**src/rtl/freq_meter_pkg.sv**
```systemverilog
// rtl/freq_meter_pkg.sv - shared scan constants, state encoding and blanking helper
package freq_meter_pkg;

    localparam int SEG_COUNT   = 7;
    localparam int DIGIT_COUNT = 4;

    localparam logic [2:0] SEG_LAST   = 3'(SEG_COUNT - 1);
    localparam logic [2:0] SEG_OFF    = 3'(SEG_COUNT);
    localparam logic [1:0] DIGIT_LAST = 2'(DIGIT_COUNT - 1);

    typedef enum logic [1:0] {
        ST_IDLE  = 2'd0,
        ST_SHIFT = 2'd1,
        ST_GAP   = 2'd2
    } scan_state_t;

    // True when digit idx and every more significant digit are zero; digit 0 always shows.
    function automatic logic lead_zero(input logic [15:0] digits, input logic [1:0] idx);
        logic r;
        case (idx)
            2'd3:    r = (digits[15:12] == 4'd0);
            2'd2:    r = (digits[15:8]  == 8'd0);
            2'd1:    r = (digits[15:4]  == 12'd0);
            default: r = 1'b0;
        endcase
        return r;
    endfunction

endpackage

```
**src/rtl/seg7_decode.sv**
```systemverilog
// rtl/seg7_decode.sv - BCD to 7-segment pattern, bit 0 = segment a, 1 = lit
module seg7_decode (
    input  logic [3:0] i_Bcd,
    output logic [6:0] o_Seg
);

    always_comb begin
        o_Seg = 7'h00;
        case (i_Bcd)
            4'd0:    o_Seg = 7'h3F;
            4'd1:    o_Seg = 7'h06;
            4'd2:    o_Seg = 7'h5B;
            4'd3:    o_Seg = 7'h4F;
            4'd4:    o_Seg = 7'h66;
            4'd5:    o_Seg = 7'h6D;
            4'd6:    o_Seg = 7'h7D;
            4'd7:    o_Seg = 7'h07;
            4'd8:    o_Seg = 7'h7F;
            4'd9:    o_Seg = 7'h6F;
            default: o_Seg = 7'h00;
        endcase
    end

endmodule

```
**src/rtl/disp_scan_ctrl.sv**
```systemverilog
// rtl/disp_scan_ctrl.sv - serial 4-digit 7-segment scan controller with
// double-buffered digits applied on frame boundaries
module disp_scan_ctrl
    import freq_meter_pkg::*;
#(
    parameter int GAP_CYCLES     = 1,
    parameter bit SEG_ACTIVE_LOW = 1
) (
    input  logic       clk_500u,
    input  logic       i_RST,
    input  logic       i_En,
    input  logic       i_Load,
    input  logic [3:0] i_D0,
    input  logic [3:0] i_D1,
    input  logic [3:0] i_D2,
    input  logic [3:0] i_D3,
    input  logic       i_Blank_En,
    output logic [1:0] o_Disp,
    output logic [2:0] o_SegSel,
    output logic       o_SegData,
    output logic       o_Frame,
    output logic       o_Ack
);

    localparam logic [2:0] GAP_LAST = 3'(GAP_CYCLES > 0 ? GAP_CYCLES - 1 : 0);

    scan_state_t                       r_state;
    logic [1:0]                        r_disp;
    logic [2:0]                        r_segsel;
    logic [2:0]                        r_gap_cnt;
    logic                              r_frame;
    logic                              r_ack;
    logic [DIGIT_COUNT-1:0][3:0]       r_active;
    logic [DIGIT_COUNT-1:0][3:0]       r_shadow;
    logic                              r_pending;
    logic                              r_blank_en;
    logic                              r_run_ok;

    logic       w_digit_done;
    logic       w_wrap;
    logic       w_start;
    logic       w_apply;
    logic [3:0] w_digit;
    logic [6:0] w_seg;
    logic [7:0] w_seg_ext;
    logic       w_blanked;
    logic       w_lit;

    // End of a digit slot: last segment with no gap, or last gap cycle.
    assign w_digit_done = ((r_state == ST_SHIFT) && (r_segsel == SEG_LAST) && (GAP_CYCLES == 0))
                       || ((r_state == ST_GAP) && (r_gap_cnt == GAP_LAST));
    assign w_wrap  = w_digit_done && (r_disp == DIGIT_LAST);
    assign w_start = (r_state == ST_IDLE) && r_run_ok;
    assign w_apply = i_En && r_pending && (w_wrap || w_start);

    assign w_digit = r_active[r_disp];

    seg7_decode u_decode (
        .i_Bcd (w_digit),
        .o_Seg (w_seg)
    );

    assign w_seg_ext = {1'b0, w_seg};
    assign w_blanked = r_blank_en && lead_zero(r_active, r_disp);
    assign w_lit     = (r_state == ST_SHIFT) && !w_blanked && w_seg_ext[r_segsel];

    assign o_Disp    = r_disp;
    assign o_SegSel  = r_segsel;
    assign o_SegData = w_lit ^ SEG_ACTIVE_LOW;
    assign o_Frame   = r_frame;
    assign o_Ack     = r_ack;

    // r_run_ok holds the scan in IDLE for one edge after reset release.
    always_ff @(posedge clk_500u or negedge i_RST) begin
        if (!i_RST) begin
            r_state    <= ST_IDLE;
            r_disp     <= 2'd0;
            r_segsel   <= SEG_OFF;
            r_gap_cnt  <= 3'd0;
            r_frame    <= 1'b0;
            r_ack      <= 1'b0;
            r_active   <= '0;
            r_shadow   <= '0;
            r_pending  <= 1'b0;
            r_blank_en <= 1'b0;
            r_run_ok   <= 1'b0;
        end else begin
            r_run_ok   <= 1'b1;
            r_blank_en <= i_Blank_En;
            r_frame    <= 1'b0;
            r_ack      <= w_apply;

            if (w_apply)
                r_active <= r_shadow;

            // A load on the applying edge leaves the new data pending.
            if (i_Load) begin
                r_shadow  <= {i_D3, i_D2, i_D1, i_D0};
                r_pending <= 1'b1;
            end else if (w_apply) begin
                r_pending <= 1'b0;
            end

            if (!i_En) begin
                r_state   <= ST_IDLE;
                r_disp    <= 2'd0;
                r_segsel  <= SEG_OFF;
                r_gap_cnt <= 3'd0;
            end else begin
                case (r_state)
                    ST_IDLE: begin
                        if (r_run_ok) begin
                            r_state  <= ST_SHIFT;
                            r_disp   <= 2'd0;
                            r_segsel <= 3'd0;
                        end
                    end
                    ST_SHIFT: begin
                        if (r_segsel == SEG_LAST) begin
                            if (GAP_CYCLES > 0) begin
                                r_state   <= ST_GAP;
                                r_segsel  <= SEG_OFF;
                                r_gap_cnt <= 3'd0;
                            end else begin
                                r_disp   <= r_disp + 2'd1;
                                r_segsel <= 3'd0;
                                r_frame  <= (r_disp == DIGIT_LAST);
                            end
                        end else begin
                            r_segsel <= r_segsel + 3'd1;
                        end
                    end
                    ST_GAP: begin
                        if (r_gap_cnt == GAP_LAST) begin
                            r_state  <= ST_SHIFT;
                            r_disp   <= r_disp + 2'd1;
                            r_segsel <= 3'd0;
                            r_frame  <= (r_disp == DIGIT_LAST);
                        end else begin
                            r_gap_cnt <= r_gap_cnt + 3'd1;
                        end
                    end
                    default: begin
                        r_state  <= ST_IDLE;
                        r_disp   <= 2'd0;
                        r_segsel <= SEG_OFF;
                    end
                endcase
            end
        end
    end

endmodule

```
**config.mk**
```make
export PLATFORM = sky130hd
export DESIGN_NAME = disp_scan_ctrl
export DESIGN_NICKNAME = d
export VERILOG_FILES = /design/src/rtl/freq_meter_pkg.sv /design/src/rtl/seg7_decode.sv /design/src/rtl/disp_scan_ctrl.sv
export SDC_FILE = /design/constraint.sdc
export NUM_CORES = 1
export LEC_CHECK = 0
export CAP_MARGIN = 10
export CORE_MARGIN = 2
export CORE_UTILIZATION = 27
export DETAILED_ROUTE_END_ITERATION = 12
export PLACE_DENSITY = 0.47
export SLEW_MARGIN = 20
export SYNTH_ARGS = -nofsm -noshare
export SYNTH_HDL_FRONTEND = slang
export SYNTH_SLANG_ARGS = --single-unit
export TNS_END_PERCENT = 20
```
**constraint.sdc**
```tcl
create_clock -name clk_500u -period 2.8 [get_ports clk_500u]
set_input_delay 0.84 -clock clk_500u [delete_from_list [all_inputs] [get_ports clk_500u]]
set_output_delay 0.84 -clock clk_500u [all_outputs]
set_load 0.005 [all_outputs]
```
==> results of run 1 <==
-- cell families after synthesis --
group | count (synthesis)
muxes | 43
DFF | 47
xor gates and xnor gates | 2
other | 1
buffers and inverters | 20
adders and majority gates | 13
AOI/OAI and AO/OA | 31
and+or+nand+nor | 43
-- sequential cells by signal, indices dropped and copies added, names as in the netlist --
signal and cells:
o_Ack 1, r_blank_en 1, r_active 16, o_Disp 2
o_SegSel 3, r_run_ok 1, o_Frame 1, r_shadow 16
r_pending 1, r_state 2, r_gap_cnt 3
-- metal layers --
metal  routed length [µm]  track usage
met5                    0            0
met4                   77       0.0432
met3                  147       0.0248
met2                 2310        0.167
met1                 2630        0.160
-- worst max-delay path: stages, from the launching register on --
cell and delay, ns:
dfrtp_1 0.43, buf_6 0.12, mux4_2 0.51, inv_2 0.11, ha_4 0.13, nor3b_4 0.17
a22oi_2 0.09, a31o_2 0.23, a31oi_1 0.14, o211ai_1 0.11, buf_2 0.14
-- path summary, 6_finish.rpt --
| kind | slack, ns | from | cells after the start | to |
|---|---|---|---|---|
| min | 0.49 | r_gap_cnt[2]$_DFFE_PN0P_ | 1 | r_gap_cnt[2]$_DFFE_PN0P_ |
| min in group asynchronous | 0.61 | i_RST | 1 | r_shadow[1]$_DFFE_PN0P_ |
| min reg2reg | 0.49 | r_gap_cnt[2]$_DFFE_PN0P_ | 1 | r_gap_cnt[2]$_DFFE_PN0P_ |
| max in group asynchronous | 1.57 | i_RST | 2 | r_active[1]$_DFFE_PN0P_ |
| max reg2reg | 0.71 | o_Disp[1]$_DFFE_PN0P_ | 9 | r_active[4]$_DFFE_PN0P_ |
| max | -0.52 | o_Disp[1]$_DFFE_PN0P_ | 10 | o_SegData |
-- report_power, final --
| part | total, W | switching [W] | internal (W) |
|---|---|---|---|
| Combinational | 0.000565 | 0.000231 | 0.000334 |
| Sequential | 0.000872 | 0.0000821 | 0.000789 |
| Clock | 0.000430 | 0.000231 | 0.000199 |
-- cells in the mapped netlist, types with 3 or more instances --
cell type,number
dfrtp_1,44
mux2_2,33
ha_1,13
nor2_1,13
inv_1,12
nand2_1,8
mux2i_1,6
a21oi_1,5
a31oi_1,5
nor2b_1,5
o21ai_0,5
nand2b_1,4
clkbuf_1,3
dfstp_2,3
mux4_2,3
o211ai_1,3
-- what timing repair did --
action / CTS / global route
gates resized for setup: 10 / 3
setup buffers: 3 / 3
setup endpoints to repair: 1 / 1
cloned: 0 / 0
pin swaps: 5 / 3
-- through the flow --
stage	hold WS, ns	util	total power, W	cell area [µm²]
detailed placement	0.484	0.348	0.00141	3040
finish	0.495	0.367	0.00187	3200
floorplan	0.453	-	0.00117	2450
CTS	0.496	0.363	0.00187	3170
global route	0.527	0.367	0.00199	3200
global placement	0.473	0.348	0.00141	3040
-- area by class of cell --
cell class                 instances  area share
inverter                          12      0.0141
tap                              108      0.0423
multi-input combinational        133       0.371
timing repair buffer              65       0.175
sequential                        47       0.369
clock buffer                       6      0.0258
clock inverter                     1     0.00274
==> out/qor.txt, run 1 <==
Final Instance Count excl. Fillers -> 372
Clock Root Buffer -> clkbuf_8
vias per inst -> 4.60
clock buffers created by TritonCTS -> 5
wire length of the first global-routing pass -> 8.73 mm
CP startpoint kind -> flop
largest family of logic cells by synthesized area -> multiplexers
H-tree levels -> 2
total area of multi-input combinational cells -> 0.00119 mm²
max-cap viol count -> 0
yosys synthesis warning count -> 0
Worst Path Arrival -> 2.48 ns
setup slack after layout -> -0.518 ns
initial DRC count -> 81
total overflow reported by the global router -> 0
most used cells in the layout excluding fill and tap cells -> dfrtp_1 (44), buf_4 (34), mux2_2 (33)
status -> complete, but fails checks
number of antenna cells inserted -> 0
worst-path maximum fanout -> 4
Min-Delay Path Class -> flop to flop
vias in the first global route -> 1782
post-synthesis share of cell area spent on xor and xnor gates -> 0.00719
Tot GR Track Use -> 0.112
total of endpoints with negative setup slack in the final report -> 1
DRC -> 0
PortBufs -> 28
Total Negative Setup Slacks -> -0.518 ns
die area -> 0.00980 mm²
leakage power figure -> 1.37 nW
number of flops mapped to enable cells by yosys -> 0
RSZ-0062 raised after global routing -> true
final weighted congestion in routability-driven placement -> 0.737
worst-case clock buffer depth -> 2
number of filler instances in the final layout -> 868
final worst path period share -> 1.18
peak supply drop -> 0.281 mV
HPWL Detailed -> 3.94 mm
antenna-violating nets left -> 0
number of placed cells counting well taps -> 359
async set-or-reset flop fraction in the synthesized netlist -> 1.00
IO Count -> 29
pins over their slew limit -> 0
Critical Setup Path Class -> flop to primary output
portion of the post-synthesis area used by sequential elements -> 0.484
Synth area leaders -> dfrtp_1 (45%), mux2_2 (15%), ha_1 (6.7%)
critical path endpoint category -> primary output
compound-gate portion of the synthesized area -> 0.0878
worst slack at placement -> -0.568 ns
initial core utilization -> 0.279
adder-cell area share of the yosys netlist -> 0.0667
number of nets in the layout -> 298
Die Span X -> 99.0 µm
pin count of the biggest net entering global routing -> 34
antenna violations before repair -> 0
Tightest Pin Transition -> 0.782 ns
Data required, critical path -> 1.96 ns
average routed wire per standard cell -> 13.9 µm
simple-gate area share of the yosys netlist -> 0.0945
PD cells -> 584 mW/mm²
number of nets in the synthesized netlist -> 234
Reg clk slew, reported paths -> 0.09 ns
cts-stage hold buffer count -> 0
Layout area overhead -> 31.2%
number of iterations in the first detailed-routing pass -> 4
failing checks -> negative setup slack
drt total wl -> 5.17 mm
#FFs+latches synth -> 47
cell area after synthesis -> 0.00244 mm²
Fin Clk Skew -> 0.00791 ns
clock latency at the later pin of the worst-skew pair -> 0.30 ns
CTS tree -> yes
placeable core region -> 0.00872 mm²
fin crit period -> 3.32 ns
mean post-synth cell area -> 12.2 µm²
commonest non-fill, non-tap cell in the layout -> dfrtp_1
Most used DFF post-synth -> dfrtp_1
fraction of layout cells with a size suffix above 1 -> 0.367
maximum frequency from static timing analysis -> 301 MHz
Row Count -> 34
area occupied by registers -> 0.00118 mm²
top-area cell type share of the netlist area -> 0.452
number of vias after detailed routing -> 1712
vertical die dimension -> 99.0 µm
CTS Sinks -> 47
number of endpoints with negative hold slack in the final report -> 0
cell count after synthesis -> 200
multiplexer fraction of the synthesized cell area -> 0.216
dominant cell type by area after synthesis -> dfrtp_1
remaining max-slew budget at the tightest pin -> 0.479
number of different library cells in the post-synthesis netlist -> 46
Note: power is estimated with default switching activity, not from simulation.
==> run 2, diff against run 1 <==
Settings changed: CORE_ASPECT_RATIO set to 0.6.
==> out/qor.txt, run 2 (synthesis gave the netlist of run 1 again) <==
initial DRC count -> 87 (+7.4%)
worst-path maximum fanout -> 4 (unchanged)
Fin Clk Skew -> 0.00323 ns (-0.00469 ns)
setup slack after layout -> -0.463 ns (+0.0545 ns)
Die Span X -> 127 µm (+28%)
Worst Path Arrival -> 2.42 ns (-0.06 ns)
drt total wl -> 5.32 mm (+2.9%)
vertical die dimension -> 77.6 µm (-22%)
sum of internal, switching and leakage power -> 0.00205 W (+9.9%)
peak supply drop -> 0.242 mV (-14%)
critical path endpoint category -> primary output
largest registers in the final layout -> r_active: 16 flops, r_shadow: 16 flops
remaining max-slew budget at the tightest pin -> 0.590 (+0.111)
failing checks -> negative setup slack
number of nets in the layout -> 295 (-1.0%)
antenna violations before repair -> 0 (unchanged)
Cell Chain, Critical Path -> mux4_2 > buf_4 > buf_4 > ha_1 > nor2b_1 > o21ai_0 > a31oi_1 > o211ai_1 > buf_2
H-tree levels -> 2 (unchanged)
final weighted congestion in routability-driven placement -> 0.769 (+4.4%)
delay of the slowest critical-path stage -> 0.57 ns (+0.06 ns)
Row Count -> 26 (-24%)
Data required, critical path -> 1.96 ns (about the same)
die area -> 0.00983 mm² (+0.26%)
wire length of the first global-routing pass -> 8.91 mm (+2.1%)
placeable core region -> 0.00865 mm² (-0.77%)
total of endpoints with negative setup slack in the final report -> 1 (unchanged)
proportion of power drawn by combinational gates -> 0.288 (-0.015)
average routed wire per standard cell -> 14.2 µm (+2.4%)
PD cells -> 633 mW/mm² (+8.5%)
number of vias after detailed routing -> 1688 (-1.4%)
Reg clk slew, reported paths -> 0.07 ns (-0.02 ns)
status -> complete, but fails checks
HPWL Detailed -> 4.06 mm (+3.0%)
worst slack at placement -> -0.539 ns (+0.0290 ns)
final worst path period share -> 1.17 (-0.0195)
number of endpoints with negative hold slack in the final report -> 0 (unchanged)
Clock power frac -> 0.288 (+0.058)
vias in the first global route -> 1646 (-7.6%)
Min-Delay Path Class -> flop to flop
total overflow reported by the global router -> 0 (unchanged)
net switching power -> 0.000590 W (+8.5%)
DRC -> 0 (unchanged)
CP startpoint kind -> flop
pins over their slew limit -> 0 (unchanged)
most used cells in the layout excluding fill and tap cells -> dfrtp_1 (44), mux2_2 (33), buf_4 (32)
pin count of the biggest net entering global routing -> 48 (+41%)
clock buffers created by TritonCTS -> 5 (unchanged)
Clock Root Buffer -> clkbuf_16
IO Count -> 29 (unchanged)
Critical Setup Path Class -> flop to primary output
commonest non-fill, non-tap cell in the layout -> dfrtp_1
RSZ-0062 raised after global routing -> true
cts-stage hold buffer count -> 0 (unchanged)
initial core utilization -> 0.282 (+0.00218)
vias per inst -> 4.51 (-1.9%)
number of iterations in the first detailed-routing pass -> 5 (+1)
CTS tree -> yes
maximum frequency from static timing analysis -> 306 MHz (+1.7%)
cell with the largest stage delay on the worst path -> mux4_2
clock latency at the later pin of the worst-skew pair -> 0.29 ns (about the same)
fraction of layout cells with a size suffix above 1 -> 0.359 (-0.00865)
max-cap viol count -> 0 (unchanged)
switching share of total power -> 0.288 (-0.00361)
PortBufs -> 28 (unchanged)
worst-case clock buffer depth -> 2 (unchanged)
P_int -> 0.00146 W (+10%)
number of antenna cells inserted -> 0 (unchanged)
Tot GR Track Use -> 0.118 (+0.00568)
Layout area overhead -> 32.9%
sequential power share -> 0.424 (-0.043)
most common cell type on the critical path -> buf_4
CTS Sinks -> 47 (unchanged)
fin crit period -> 3.26 ns (-0.0545 ns)
antenna-violating nets left -> 0 (unchanged)
leakage power figure -> 1.39 nW (+0.93%)
Tightest Pin Transition -> 0.615 ns (-0.167 ns)
## run 2: power by group through the flow
| stage | logic (W) | registers [W] | clock network, W |
|---|---|---|---|
| 4_1_cts | 0.000593 | 0.000871 | 0.000611 |
| 3_3_place_gp | 0.000555 | 0.000884 | 0 |
| 2_1_floorplan | 0.000307 | 0.000858 | 0 |
| 6_report | 0.000590 | 0.000870 | 0.000591 |
| 3_5_place_dp | 0.000560 | 0.000882 | 0 |
| 5_1_grt | 0.000652 | 0.000885 | 0.000640 |
## run 2: worst paths after layout
check | start | end | slack (ns) | cells past startpoint
worst min register to register | r_gap_cnt[2]$_DFFE_PN0P_ | r_gap_cnt[2]$_DFFE_PN0P_ | 0.50 | 1
worst max register to register | o_Disp[1]$_DFFE_PN0P_ | r_active[2]$_DFFE_PN0P_ | 0.66 | 9
worst min-delay path | r_gap_cnt[2]$_DFFE_PN0P_ | r_gap_cnt[2]$_DFFE_PN0P_ | 0.50 | 1
max in group asynchronous | i_RST | r_state[0]$_DFFE_PN0P_ | 1.75 | 2
worst max-delay path | o_Disp[1]$_DFFE_PN0P_ | o_SegData | -0.46 | 9
min in group asynchronous | i_RST | r_shadow[7]$_DFFE_PN0P_ | 0.64 | 2
## run 2: metal layers
| layer | share of wire | vias up | wire (µm) | track usage |
|---|---|---|---|---|
| met4 | 0.014 | 0 | 77 | 0.0363 |
| met1 | 0.58 | 801 | 3060 | 0.197 |
| met2 | 0.36 | 36 | 1910 | 0.138 |
| met3 | 0.051 | 7 | 273 | 0.0338 |
| li1 | - | 844 | - | - |
| met5 | 0 | - | 0 | 0 |
## run 2: area by class of cell
class,instances,area (µm²)
Fill cell,855,5420
Sequential cell,47,1180
Clock buffer,5,125
Timing Repair Buffer,62,533
Inverter,12,45.0
Clock inverter,3,18.8
Multi-Input combinational cell,133,1200
Tap cell,112,140
## run 2: repair_timing
action	4_1_cts	5_1_grt
buffers inserted	2	0
resized for setup	12	0
endpoints found under the hold margin	0	0
pin swaps	7	0
setup endpoints to repair	1	1
## run 2: critical path: cells and delay by family, from the launching register on
family | cells | cell delay, ns
adder cells (fa/ha/maj) | 1 | 0.18
flip-flops | 1 | 0.42
AO/OA/AOI/OAI | 3 | 0.40
multiplexers | 1 | 0.57
buffers and inverters | 3 | 0.43
AND/OR/NAND/NOR | 1 | 0.13
## run 2: per-stage QoR
step / util / setup TNS (ns) / instances / hold slack [ns] / instance area, µm²
floorplan: - / -0.127 / 200 / 0.453 / 2450
global placement: 0.352 / -0.500 / 364 / 0.473 / 3050
detailed placement: 0.352 / -0.539 / 364 / 0.484 / 3050
CTS: 0.374 / -0.464 / 374 / 0.497 / 3240
global route: 0.374 / -0.621 / 374 / 0.526 / 3240
finish: 0.374 / -0.463 / 374 / 0.495 / 3240
